[config.mk]
export PLATFORM = sky130hd
export DESIGN_NAME = full_adder_32bit
export DESIGN_NICKNAME = d
export VERILOG_FILES = /design/src/rtl/full_adder_32bit.sv
export SDC_FILE = /design/constraint.sdc
export NUM_CORES = 1
export LEC_CHECK = 0
export CELL_PAD_IN_SITES_DETAIL_PLACEMENT = 1
export CELL_PAD_IN_SITES_GLOBAL_PLACEMENT = 1
export CORE_MARGIN = 5
export CORE_UTILIZATION = 31
export DETAILED_ROUTE_END_ITERATION = 12
export PLACE_DENSITY_LB_ADDON = 0.1
export SYNTH_ARGS = -nofsm -noshare
export SYNTH_HDL_FRONTEND = slang
export SYNTH_SLANG_ARGS = --single-unit
[constraint.sdc]
create_clock -name clk -period 0.8 [get_ports clk]
set_input_delay 0.16 -clock clk [delete_from_list [all_inputs] [get_ports clk]]
set_output_delay 0.16 -clock clk [all_outputs]
set_load 0.1 [all_outputs]
[src/rtl/full_adder_32bit.sv]
// full_adder_32bit: 32-bit carry-lookahead adder (8 x 4-bit groups) with registered sum, carry-out and signed overflow
module full_adder_32bit #(
  parameter int WIDTH = 32
) (
  input  logic             clk,
  input  logic             rst_n,
  input  logic             in_valid,
  input  logic [WIDTH-1:0] a,
  input  logic [WIDTH-1:0] b,
  input  logic             cin,
  output logic [WIDTH-1:0] sum,
  output logic             cout,
  output logic             overflow,
  output logic             out_valid
);
  logic [WIDTH-1:0] w_g;
  logic [WIDTH-1:0] w_p;
  logic [WIDTH-1:0] w_sum;
  logic [WIDTH:0]   w_c;
  logic             w_ovf;
  assign w_g = a & b;
  assign w_p = a ^ b;
  // Lookahead carries inside each 4-bit group; each group's carry-out ripples into the next group
  always_comb begin
    w_c    = '0;
    w_c[0] = cin;
    for (int k = 0; k < WIDTH / 4; k++) begin
      w_c[4*k+1] = w_g[4*k] | (w_p[4*k] & w_c[4*k]);
      w_c[4*k+2] = w_g[4*k+1] | (w_p[4*k+1] & w_g[4*k])
                 | (w_p[4*k+1] & w_p[4*k] & w_c[4*k]);
      w_c[4*k+3] = w_g[4*k+2] | (w_p[4*k+2] & w_g[4*k+1])
                 | (w_p[4*k+2] & w_p[4*k+1] & w_g[4*k])
                 | (w_p[4*k+2] & w_p[4*k+1] & w_p[4*k] & w_c[4*k]);
      w_c[4*k+4] = w_g[4*k+3] | (w_p[4*k+3] & w_g[4*k+2])
                 | (w_p[4*k+3] & w_p[4*k+2] & w_g[4*k+1])
                 | (w_p[4*k+3] & w_p[4*k+2] & w_p[4*k+1] & w_g[4*k])
                 | (w_p[4*k+3] & w_p[4*k+2] & w_p[4*k+1] & w_p[4*k] & w_c[4*k]);
    end
  end
  assign w_sum = w_p ^ w_c[WIDTH-1:0];
  assign w_ovf = (a[WIDTH-1] == b[WIDTH-1]) && (w_sum[WIDTH-1] != a[WIDTH-1]);
  // Output register: result loads every cycle, valid follows in_valid, async clear on reset
  always_ff @(posedge clk or negedge rst_n) begin
    if (!rst_n) begin
      sum       <= '0;
      cout      <= 1'b0;
      overflow  <= 1'b0;
      out_valid <= 1'b0;
    end else begin
      sum       <= w_sum;
      cout      <= w_c[WIDTH];
      overflow  <= w_ovf;
      out_valid <= in_valid;
    end
  end
endmodule

; Yosys cells after proc, flatten, opt, wreduce, memory -nomap -nowiden
; Cells that the tools add are included.
[totals]
regBits = 35
wordCells = 218
inputBits = 68
[op_classes]
bitwise = 211
n_reduce_logical = 1
n_eq_ne = 2
[ops]
columns = cell, count
row1 = bitwise AND 1 bit, 128
row2 = OR 1 bit, 80
row3 = XOR 32 bit, 2
row4 = bitwise AND 32 bit, 1
row5 = == test 1 bit, 1
row6 = logical AND 1 bit, 1
row7 = != test 1 bit, 1

; Logic depth before layout (Yosys ltp)
; Gate-level depths: netlist of run 1.
[depth]
depth_word = 23
depth_mapped = 10

; Worst setup path after synthesis of run 1
; Ideal clock, no wire load.
[synth_timing]
path_kind = input-to-reg
start = input port a[10]
end = register sum[29]
slack_ns = -1.858
arrival_time_ns = 2.533
cell_stages = 10
t_required_ns = 0.675
setup_time_ns = 0.125
cell_sequence = ha_1 -> a21o_1 -> a221o_1 -> a32oi_2 -> o31ai_2 -> a21oi_2 -> o21ai_0 -> a41o_1 -> fa_1 -> xor2_1
[synth_via]
elab_chain_cells = 17
word_cells_on_any_way = 24
classes_between = bitwise (24)
[synth_rtl]
columns = item, line
row1 = "start, declared", 8  ; input logic [WIDTH-1:0] a,
row2 = bitwise AND 32 bit or XOR 32 bit (tied branches), "21, 22"
row3 = bitwise AND 1 bit (on tied branches), --
row4 = "OR 1 bit, or another cell as far along", 34  ; w_c[4*k+4] = w_g[4*k+3] | (w_p[4*k+3] & w_g[4*k+2])
row5 = "OR 1 bit, or another cell as far along", 35  ; | (w_p[4*k+3] & w_p[4*k+2] & w_g[4*k+1])
row6 = OR 1 bit or bitwise AND 1 bit (tied branches), "36, 37"
row7 = OR 1 bit (*), 37  ; | (w_p[4*k+3] & w_p[4*k+2] & w_p[4*k+1] & w_p[4*k] & w_c[4*k]);
row8 = bitwise AND 1 bit (*), 37
row9 = OR 1 bit (*), 37
row10 = [... 2 more ...], --
row11 = bitwise AND 1 bit (*), 37
row12 = OR 1 bit (*), 37
row13 = bitwise AND 1 bit (*), 37
row14 = OR 1 bit (*), 37
row15 = bitwise AND 1 bit (*), 28  ; w_c[4*k+1] = w_g[4*k] | (w_p[4*k] & w_c[4*k]);
row16 = OR 1 bit (*), 28
row17 = XOR 32 bit (*), 40  ; assign w_sum = w_p ^ w_c[WIDTH-1:0];
row18 = via w_sum[29], 18  ; logic [WIDTH-1:0] w_sum;
row19 = "end signal, assigned", 50  ; sum <= w_sum;
row20 = "end, declared", 11  ; output logic [WIDTH-1:0] sum,
; Mark *: on every way through the listed nets, which the timed path passes. The rest lies on a longest branch.

; Worst setup path in the final report of run 1
[layout_timing]
start = input port b[10]
end = register overflow
[layout_via]
elab_chain_cells = 19
word_cells_on_any_way = 26
classes_between = eq/ne (1) / bitwise (24) / reduce/logical (1)
[layout_rtl]
columns = item, line
row1 = "start, declared", 9  ; input logic [WIDTH-1:0] b,
row2 = bitwise AND 32 bit or XOR 32 bit (tied branches), "21, 22"
row3 = bitwise AND 1 bit (on tied branches), --
row4 = "OR 1 bit, or another cell as far along", 34
row5 = "OR 1 bit, or another cell as far along", 35
row6 = OR 1 bit or bitwise AND 1 bit (tied branches), "36, 37"
row7 = OR 1 bit (*), 37
row8 = bitwise AND 1 bit (*), 37
row9 = OR 1 bit (*), 37
row10 = [... 4 more ...], --
row11 = bitwise AND 1 bit (*), 37
row12 = OR 1 bit (*), 37
row13 = bitwise AND 1 bit (*), 33  ; | (w_p[4*k+2] & w_p[4*k+1] & w_p[4*k] & w_c[4*k]);
row14 = OR 1 bit (*), 33
row15 = XOR 32 bit (*), 40
row16 = != test 1 bit (*), 41  ; assign w_ovf = (a[WIDTH-1] == b[WIDTH-1]) && (w_sum[WIDTH-1] != a[WIDTH-1]);
row17 = logical AND 1 bit (*), 41
row18 = via w_ovf, 20  ; logic w_ovf;
row19 = "end signal, assigned", 52  ; overflow <= w_ovf;
row20 = "end, declared", 13  ; output logic overflow,
; Marks and branches as above.

==> reports/metrics.csv, run 1 <==
metric,value,unit
ios,103,
port-buffer-count,102,
placed_area,4510,sq um
clockBufferDepth,2,
crit_fanout,3,
fin_crit_sh,2.87,
synth-seq-cells,35,
pre_cts_slack,-2.18,ns
setup_viol,66,
final_common_cell,buf_4,
drc,0,
final_cell_mix,"buf_4, buf_12, dfrtp_4, clkdlybuf4s50_1, a21o_1",
hold_viol_final,0,
synth-async-reset-ratio,1.00,
cts_root_buffer,clkbuf_8,
rows,31,
initial_core_util,0.315,
clkTransAtPathRegs,0.08,ns
ys_seq_area_frac,0.390,
critPathKind,in -> reg,
relSlewSlack,0.757,
met2_wirelength,6390,um
finalSetupTns,-48.61,ns
finalWorstSetupSlack,-1.50,ns
grt_max_degree,36,
finalNetCount,492,
slew_viol_final,0,
ir_drop,1.64,mV
endpoint,overflow,
place_hpwl,6360,um
fin_crit,2.30,ns
wl_met1,3570,um
synth_cell_type_count,38,
finalWeightedCongestion,0.775,
cts_tree,built,
area_growth,123,%
crit_start,b[10],
antenna_found_initial,0,
synthCells,193,
avgSynthCellArea,11.6,sq um
netlist_area,2240,sq um
synth_nets,301,
htreeDepth,2,
core_area,7140,sq um
critPathLaunchType,primary input,
grt_pass1_vias,2863,
layout-drive-gt1-share,0.613,
final_core_util,0.703,
grt_pass1_wl,15000,um
holdCritPathClass,in -> reg,
fp.dieW,95.1,um
ys.warnings.count,0,
drt-total-wl,10700,um
drt-initial-drc-count,39,
fmax,435,MHz
drt_first_pass_iters,4,
n_antenna_cell,0,
drt.antenna.violating_nets,0,
ys.flop_type,dfrtp_1,
endpoint_kind,register,
dp_cells,461,
status,"finished, violations left",
die_h,95.1,um
layout.cells.non_filler,484,
via_per_inst,5.00,
gr-usage-all-layers,0.224,
tightest_slew,0.364,ns
fin_area,5020,sq um
dr_total_vias,2420,
power_density,2200,nW/um^2
synth_edf_count,0,
violations,setup timing,
leakage,0.00223,uW
route.met3.wl,479,um
clkSinkCount,35,
timing.critical_path.required,0.99,ns
rsz0062_at_grt,yes,
overflow,0,
maxCapViolations,0,
wl_per_cell,22.1,um
arrival,2.48,ns
cts_made_buffers,5,
dieArea,9040,sq um
highest_layer,met4,
[Yosys cell counts, drive strengths merged (2+ instances only)]
cell type	n	area, sq um
o21a	2	15.0
inv	7	26.3
fa	8	160
nor3	3	15.0
nor2b	3	18.8
nand3	3	15.0
nand2	3	11.3
xor2	11	96.3
xnor2	9	78.8
and3	3	18.8
nand3b	2	15.0
a21o	19	143
nand4	3	18.8
o21bai	2	15.0
nor2	7	26.3
a211oi	2	15.0
a21oi	13	68.8
nand2b	2	12.5
ha	32	400
a221o	2	20.0
dfrtp	35	876
o21ai	7	38.8
a31oi	2	12.5
[area by class of cell]
type,count,area (sq um)
sequential,35,1010
inverter,7,38.8
tap,99,124
fill,699,2120
clock buffer,8,100
timing repair buffer,184,1990
multi-input combinational,151,1760
[per-stage QoR]
stage	power, uW	hold WS [ns]
final	11000	0.273
after global routing	11400	0.275
after CTS	10700	0.254
after detailed placement	9010	0.143
after global placement	8870	0.139
after floorplan	6140	-0.136
[how the worst min path moves through the flow]
| stage | from | endpoint | cells after the start |
|---|---|---|---|
| floorplan | rst_n | cout | 0 |
| global placement | rst_n | sum[21] | 2 |
| detailed placement | rst_n | sum[21] | 2 |
| CTS | b[10] | sum[11] | 4 |
| global route | a[2] | sum[2] | 4 |
| finish | a[10] | sum[11] | 4 |
[cell families (layout without fill, tap and decap cells)]
group,after synthesis,in the layout,synth area share
xor gates and xnor gates,20,20,0.0780
buffers and inverters,7,199,0.0117
DFF,35,35,0.390
AOI/OAI and AO/OA,58,58,0.188
and+or+nand+nor,32,32,0.0758
adders and majority gates,40,40,0.250
muxes,1,1,0.00669
[routing by layer]
layer  track usage  up-vias
met5             0        -
met1         0.216     1230
li1              -     1090
met4        0.0817        0
met3        0.0426       19
met2         0.457       81
[registers in the layout (all words and copies together), names as in the netlist]
| signal | count |
|---|---|
| out_valid | 1 |
| overflow | 1 |
| cout | 1 |
| sum | 32 |
[report_power, final]
part	internal [uW]	switching (uW)	total (uW)
sequential	2360	342	2700
combinational	2790	4050	6840
clock	788	710	1500
total	5930	5110	11000
[critical path, cell delays in order]
cell and delay, ns:
buf_6 0.10, ha_4 0.23, a21o_1 0.19, a221o_1 0.39
a32oi_4 0.24, o31ai_4 0.13, a21oi_4 0.18, buf_6 0.13
o21ai_4 0.06, o41a_1 0.35, mux2_4 0.30
[timing repair]
action / CTS / global route
setup buffers: 16 / 3
setup endpoints to repair: 69 / 66
pin swaps: 52 / 32
gates resized for setup: 112 / 32
endpoints found under the hold margin: 35 / 0
hold buffers: 1 / 0
cloned: 0 / 0
Power figures use the tool's default switching activity.
==> run 2: changes to the inputs <==
--- a/config.mk
+++ b/config.mk
@@ -10,6 +10,7 @@
 export CORE_MARGIN = 5
 export CORE_UTILIZATION = 31
 export DETAILED_ROUTE_END_ITERATION = 12
+export GPL_TIMING_DRIVEN = 0
 export PLACE_DENSITY_LB_ADDON = 0.1
 export SYNTH_ARGS = -nofsm -noshare
 export SYNTH_HDL_FRONTEND = slang
==> run 2 against run 1 <==
  * The run ends with hold timing, setup timing left
  * Clock-buffer cell count fell by 2
  * First-iteration DRC count fell by 64%
  * Final area fell by 10%
  * Combinational power fell by 8.6%
  * Sequential cell count did not move
  * Critical path type unchanged
  * Largest cell class is now multi-input gates
  * Largest power group unchanged
==> reports/metrics.csv, run 2 (synthesis results as in run 1) <==
metric,value,unit
die_h,95.1,um
port-buffer-count,102,
clkSinkCount,35,
layout-drive-gt1-share,0.543,
fmax,436,MHz
htreeDepth,2,
cp_common_cell,a21o_1,
crit_buf_inv,1,
dr_total_vias,2047,
slowest_stage,clkdlybuf4s50_1,
largest_register_ffs,32,
finalWeightedCongestion,0.738,
drt-initial-drc-count,14,
endpoint_kind,register,
grt_max_degree,36,
fin_crit,2.29,ns
ios,103,
grt_pass1_vias,2302,
n_antenna_cell,0,
path_cells,"clkdlybuf4s50_1, ha_4, a21o_1, a21o_1, a21o_1, a21o_1, o41a_1, mux2_4",
layout.cells.non_filler,427,
dp_cells,394,
timing.critical_path.required,0.97,ns
cts_made_buffers,5,
ir_drop,1.16,mV
placed_area,3640,sq um
fin_area,4510,sq um
crit_fanout,4,
status,"finished, violations left",
fp.dieW,95.1,um
critPathKind,in -> reg,
power_density,2270,nW/um^2
regMostFlops,sum,
cp.depth,8,
slew_viol_final,0,
violations,"hold timing, setup timing",
fin_hold_ws,-0.0414,ns
fin_crit_sh,2.86,
antenna_found_initial,0,
area_growth,101,%
arrival,2.46,ns
rsz0062_at_grt,yes,
cts_root_buffer,clkbuf_8,
wl_per_cell,16.3,um
drt_first_pass_iters,4,
dieArea,9040,sq um
hold_viol_final,35,
finalWorstSetupSlack,-1.49,ns
finalSetupTns,-43.95,ns
relSlewSlack,0.465,
rows,31,
cts_tree,built,
clockBufferDepth,2,
critPathMaxStageDelay,0.51,ns
setup_viol,66,
core_area,7140,sq um
drc,0,
drt-total-wl,6960,um
place_hpwl,5040,um
tightest_slew,0.803,ns
via_per_inst,4.79,
drt.antenna.violating_nets,0,
critPathLaunchType,primary input,
gr-usage-all-layers,0.157,
cp_top_family,compound AO/OA/AOI/OAI gates,
maxCapViolations,0,
clkTransAtPathRegs,0.07,ns
num-fill-cells,707,
holdCritPathClass,in -> async,
initial_core_util,0.315,
finalNetCount,436,
grt_pass1_wl,11000,um
overflow,0,
final_cell_mix,"dfrtp_4, clkdlybuf4s50_1, buf_12",
leakage,0.00192,uW
[run 2: final cells by class]
type | count | area (sq um) | share of cell area
sequential | 35 | 1010 | 0.224
timing repair buffer | 128 | 1530 | 0.339
multi-input combinational | 151 | 1730 | 0.383
clock inverter | 1 | 5.00 | 0.00111
inverter | 7 | 36.3 | 0.00805
tap | 99 | 124 | 0.0275
clock buffer | 6 | 82.6 | 0.0183
[run 2: metal layers]
layer  up-vias  track usage  part of all wire
li1        977            -                 -
met2        59        0.306              0.58
met3         8       0.0426             0.066
met1      1003        0.162              0.34
met5         -            0                 0
met4         0       0.0433             0.014
[run 2: worst paths after layout]
path                             to  slack [ns]  startpoint
setup / recovery           overflow       -1.49       a[25]
min in group clk            sum[11]        0.24       b[10]
max in group asynchronous    sum[1]        0.24       rst_n
hold / removal              sum[21]       -0.04       rst_n
[run 2: repair_timing]
action / 4_1_cts / 5_1_grt
setup endpoints to repair: 69 / 66
buffers inserted: 15 / 12
pin swaps: 40 / 26
hold endpoints to repair: 23 / 0
gates resized for setup: 423 / 31
[run 2: metrics by stage]
step / utilization / total power (uW) / setup WS, ns
2_1_floorplan: - / 6140 / -1.52
3_3_place_gp: 0.511 / 7470 / -2.23
3_5_place_dp: 0.511 / 7530 / -2.24
4_1_cts: 0.607 / 10100 / -1.58
5_1_grt: 0.631 / 10700 / -1.56
6_report: 0.631 / 10200 / -1.49
[run 2: power breakdown]
part	total (uW)	leakage [uW]	internal [uW]	switching [uW]
registers	2670	0.000377	2360	311
logic	6250	0.00150	2490	3760
clock network	1330	0.0000470	676	657
total	10200	0.00192	5520	4730
==> variant 1, RTL diff (config.mk and constraints of run 2) <==
Take the reset off `sum` and load it in a clocked block of its own.
--- a/src/rtl/full_adder_32bit.sv
+++ b/src/rtl/full_adder_32bit.sv
@@ -43,10 +43,8 @@
   always_ff @(posedge clk or negedge rst_n) begin
     if (!rst_n) begin
-      sum       <= '0;
       cout      <= 1'b0;
       overflow  <= 1'b0;
       out_valid <= 1'b0;
     end else begin
-      sum       <= w_sum;
       cout      <= w_c[WIDTH];
       overflow  <= w_ovf;
@@ -54,4 +52,8 @@
     end
   end
+
+  always_ff @(posedge clk) begin
+    sum <= w_sum;
+  end
 endmodule
 
Check against the original RTL: not equivalent (Yosys sat finds a counterexample within 4 cycles, from zero or initial values and one cycle with rst_n low).
==> variant 1 against run 2 <==
  * The flow finishes with violations (setup timing)
  * Sequential share of layout area fell by 4.6 points
  * Combinational power rose by 1%
  * Critical path type unchanged
  * Count of clock-buffer cells in the layout rose by 2
  * Final area fell by 4.4%
  * Synthesized cell count did not move
  * Wire length rose by 1.0%
  * Setup slack got worse by 26 ps
  * Synthesized area fell by 7.1%
  * Sequential cell count did not move
  * Total power rose by 0.16%
==> variant 1: results (changes against run 2) <==
Outcome - complete, but fails checks
Failing checks - setup timing
Synth Flop Type - dfxtp_1
Setup TNS - -42440 ps (+1514 ps)
Yosys cell types - 39 (+2.6%)
GR Util met1 - 16.62% (+0.39 points)
Share of flip-flops with an asynchronous set or reset - 8.571% (-91 points)
Most common library cells after synthesis - dfxtp_1 (32), ha_1 (32), a21o_1 (19)
Share of layout cells above drive strength 1 - 54.19% (-0.077 points)
Drt wl/cell - 17.10 um (+5.0%)
HPWL after DPL - 4863 um (-3.6%)
Met2 usage - 32.18% (+1.6 points)
Crit path DAT - 2490 ps (+30 ps)
Largest net degree at the start of global routing - 11 (-69%)
M3 GR Usage - 4.746% (+0.48 points)
Post-synthesis mux area share - 0.7203% (+0.051 points)
Final RePlAce weighted congestion - 0.7103 (-3.8%)
Post-synthesis xor/xnor area fraction - 8.403% (+0.60 points)
Fin worst setup slack - -1517 ps (-26.12 ps)
Cells after DPL - 372 (-5.6%)
Synth top area cells - dfxtp_1 (31%), ha_1 (19%), fa_1 (7.7%)
Final setup fails - 66 (unchanged)
Slew headroom - 82.55% (+36 points)
Placed inst area - 0.003379 sq mm (-7.2%)
Syn avg cell area - 10.80 sq um (-7.1%)
First-pass GRT wire length - 11180 um (+1.9%)
Vias - 2044 (-0.15%)
Vias in the first global route - 2334 (+1.4%)
Synth Area in Adders - 26.89% (+1.9 points)
Cell Count, Final, Fillers Out - 411 (-3.7%)
Final #Nets - 441 (+1.1%)
LEAKAGE - 1.904 nW (-0.82%)
Post-synthesis compound-gate area fraction - 20.23% (+1.4 points)
GRT Total Usage - 16.51% (+0.80 points)
[variant 1: cell types whose count changed after synthesis]
| cell | delta |
|---|---|
| dfxtp_1 | +32 |
| dfrtp_1 | -32 |
[variant 1: layout make-up]
| cell class | instances | area, sq um | share of cell area (%) |
|---|---|---|---|
| timing repair buffer | 133 | 1585 | 36.79 |
| sequential | 35 | 765.7 | 17.77 |
| multi-input combinational | 151 | 1723 | 39.98 |
| inverter | 7 | 38.79 | 0.9001 |
| tap | 77 | 96.34 | 2.236 |
| clock buffer | 8 | 100.1 | 2.323 |
[variant 1: metrics by stage]
step	setup slack, ps	util, %
after global placement	-2211	52.32
after global routing	-1617	66.72
final	-1517	66.72
after detailed placement	-2252	52.32
after floorplan	-1510	-
after CTS	-1644	64.72
[variant 1: kinds of logic (layout without fill, tap and decap cells)]
group / after synthesis / in the layout
AOI/OAI and AO/OA: 58 / 58
adders and majority gates: 40 / 40
DFF: 35 / 35
and+or+nand+nor: 32 / 32
xor gates and xnor gates: 20 / 20
buffers and inverters: 7 / 148
muxes: 1 / 1
[variant 1: worst max path at each step]
stage / start / to / slack, ps / depth (start not counted)
after global placement: a[10] / sum[29] / -2210 / 11
after CTS: b[10] / sum[29] / -1640 / 12
after global routing: a[10] / sum[29] / -1620 / 12
final: a[10] / sum[29] / -1520 / 12
after floorplan: a[10] / sum[29] / -1510 / 10
after detailed placement: a[9] / sum[29] / -2250 / 11
[variant 1: metal layers]
layer	share of wire [%]	routed length, um	vias up
met2	57	4022	56
met1	35	2462	989
li1	-	-	990
met5	0	0	-
met3	6.3	446	9
met4	1.4	97	0
[variant 1: where the power goes]
part / internal, mW / switching (mW)
sequential: 2.21 / 0.300
combinational: 2.54 / 3.78
clock: 0.787 / 0.652
total: 5.54 / 4.73
[variant 1: worst max-delay path, cell delays in order]
cell	delay, ps
buf_6	100
ha_4	250
a21o_1	180
a221o_1	330
a32oi_2	250
o31ai_4	120
a21oi_2	220
buf_4	160
o21ai_2	50
a41o_1	200
fa_2	340
xor2_1	140
[variant 1: what timing repair did]
item,4_1_cts,5_1_grt
setup endpoints to repair,69,66
resized for setup,418,33
pin swaps,44,33
setup buffers,26,7
==> variant 2, RTL diff (flow settings as in run 2) <==
Made on the original files. `WIDTH`: 32 -> 64.
--- a/src/rtl/full_adder_32bit.sv
+++ b/src/rtl/full_adder_32bit.sv
@@ -1,5 +1,5 @@
 // full_adder_32bit: 32-bit carry-lookahead adder (8 x 4-bit groups) with registered sum, carry-out and signed overflow
 module full_adder_32bit #(
-  parameter int WIDTH = 32
+  parameter int WIDTH = 64
 ) (
   input  logic             clk,
Ports: changed (resized a, b and sum); port bits go from 103 to 199. The function was not compared with the original's and may differ.
==> variant 2 against run 2 <==
  * The flow still finishes with violations (hold timing, setup timing)
  * Critical path type unchanged
  * Sequential cell count up 32
  * Wire length rose to 2.6 times the old value
  * Die area up 87%
  * Synthesized area up 99%
  * Total power up 110%
  * Count of clock-buffer cells in the layout up 8
  * Core utilization up 2.9 points
  * Hold slack worse by 250 ps
  * Final area up 110%
  * Non-clock buffer count up 142
  * Critical endpoint is now sum[61]
  * Setup slack worse by 570 ps
==> variant 2: results (changes against run 2) <==
Hold Violations, Final - 17 (-51%)
CTS Buf Count - 9 (+4)
First-pass GRT wire length - 26410 um (+140%)
Syn avg cell area - 11.02 sq um (-5.2%)
Cell Count, Final, Fillers Out - 878 (+110%)
Outcome - complete, but fails checks
Met2 usage - 38.02% (+7.4 points)
Share of layout cells above drive strength 1 - 58.76% (+4.5 points)
Setup TNS - -114910 ps (-70960 ps)
Failing checks - hold timing, setup timing
Final #Nets - 898 (+110%)
GR Util met1 - 21.57% (+5.3 points)
WHS - -294.4 ps (-252.9 ps)
Worst path max stage delay - 450 ps (-60 ps)
Final RePlAce weighted congestion - 0.7895 (+6.9%)
Post_cts resized - 840 (+99%)
Max IR drop VDD - 0.001264 V (+8.8%)
Synth top area cells - dfrtp_1 (37%), ha_1 (18%), fa_1 (7.2%)
Fin worst setup slack - -2059 ps (-567.3 ps)
Largest net degree at the start of global routing - 51 (+42%)
Met3 routed WL - 1004 um (+120%)
Flip-flop count of the largest register after layout - 64 (+100%)
Sequential-to-total area share from yosys stat - 37.47% (-1.5 points)
Cells after DPL - 789 (+100%)
Final setup fails - 131 (+98%)
Yosys cell types - 48 (+26%)
Port Buffer Count - 198 (+94%)
LEAKAGE - 4.127 nW (+120%)
Initial DRC Count - 91 (+77)
Post-Route WL - 18070 um (+160%)
-- variant 2: changes by cell type after synthesis, sizes merged, moves of 14 or more --
| cell | run 2 | this run |
|---|---|---|
| nand2 | 3 | 17 |
| ha | 32 | 64 |
| a21oi | 13 | 28 |
| nor2 | 7 | 23 |
| dfrtp | 35 | 67 |
-- variant 2: how the worst max path moves through the flow --
stage	start	end	slack, ps
2_1_floorplan	a[17]	sum[61]	-2170
3_3_place_gp	rst_n	sum[43]	-3530
3_5_place_dp	a[13]	sum[61]	-3000
4_1_cts	b[17]	sum[61]	-2120
5_1_grt	a[10]	sum[57]	-2150
6_report	b[40]	sum[61]	-2060
-- variant 2: power by group through the flow --
stage	Clock, mW	Combinational [mW]	Sequential [mW]
2_1_floorplan	0	1.91	10.2
3_3_place_gp	0	9.96	4.83
3_5_place_dp	0	10.1	4.85
4_1_cts	3.84	12.5	5.21
5_1_grt	4.09	13.5	5.29
6_report	3.79	13.0	5.20
-- variant 2: kinds of logic (layout without fill, tap and decap cells) --
| logic type | Yosys count | after routing | synth area share (%) |
|---|---|---|---|
| other | 0 | 3 | 0 |
| multiplexers | 1 | 1 | 0.2237 |
| flip-flops | 67 | 67 | 37.47 |
| adder cells (fa/ha/maj) | 80 | 80 | 25.06 |
| AO/OA/AOI/OAI | 113 | 113 | 17.48 |
| XOR/XNOR | 42 | 42 | 8.221 |
| buffers and inverters | 15 | 300 | 1.426 |
| AND/OR/NAND/NOR | 88 | 88 | 10.12 |
-- variant 2: layout make-up --
class                      count  share of cell area, %
clock buffer                  14                  2.783
tap                          184                  2.427
inverter                      14                 0.6858
multi-input combinational    324                  39.30
sequential                    67                  20.32
timing repair buffer         270                  34.29
clock inverter                 2                 0.1055
antenna                        3                0.07913
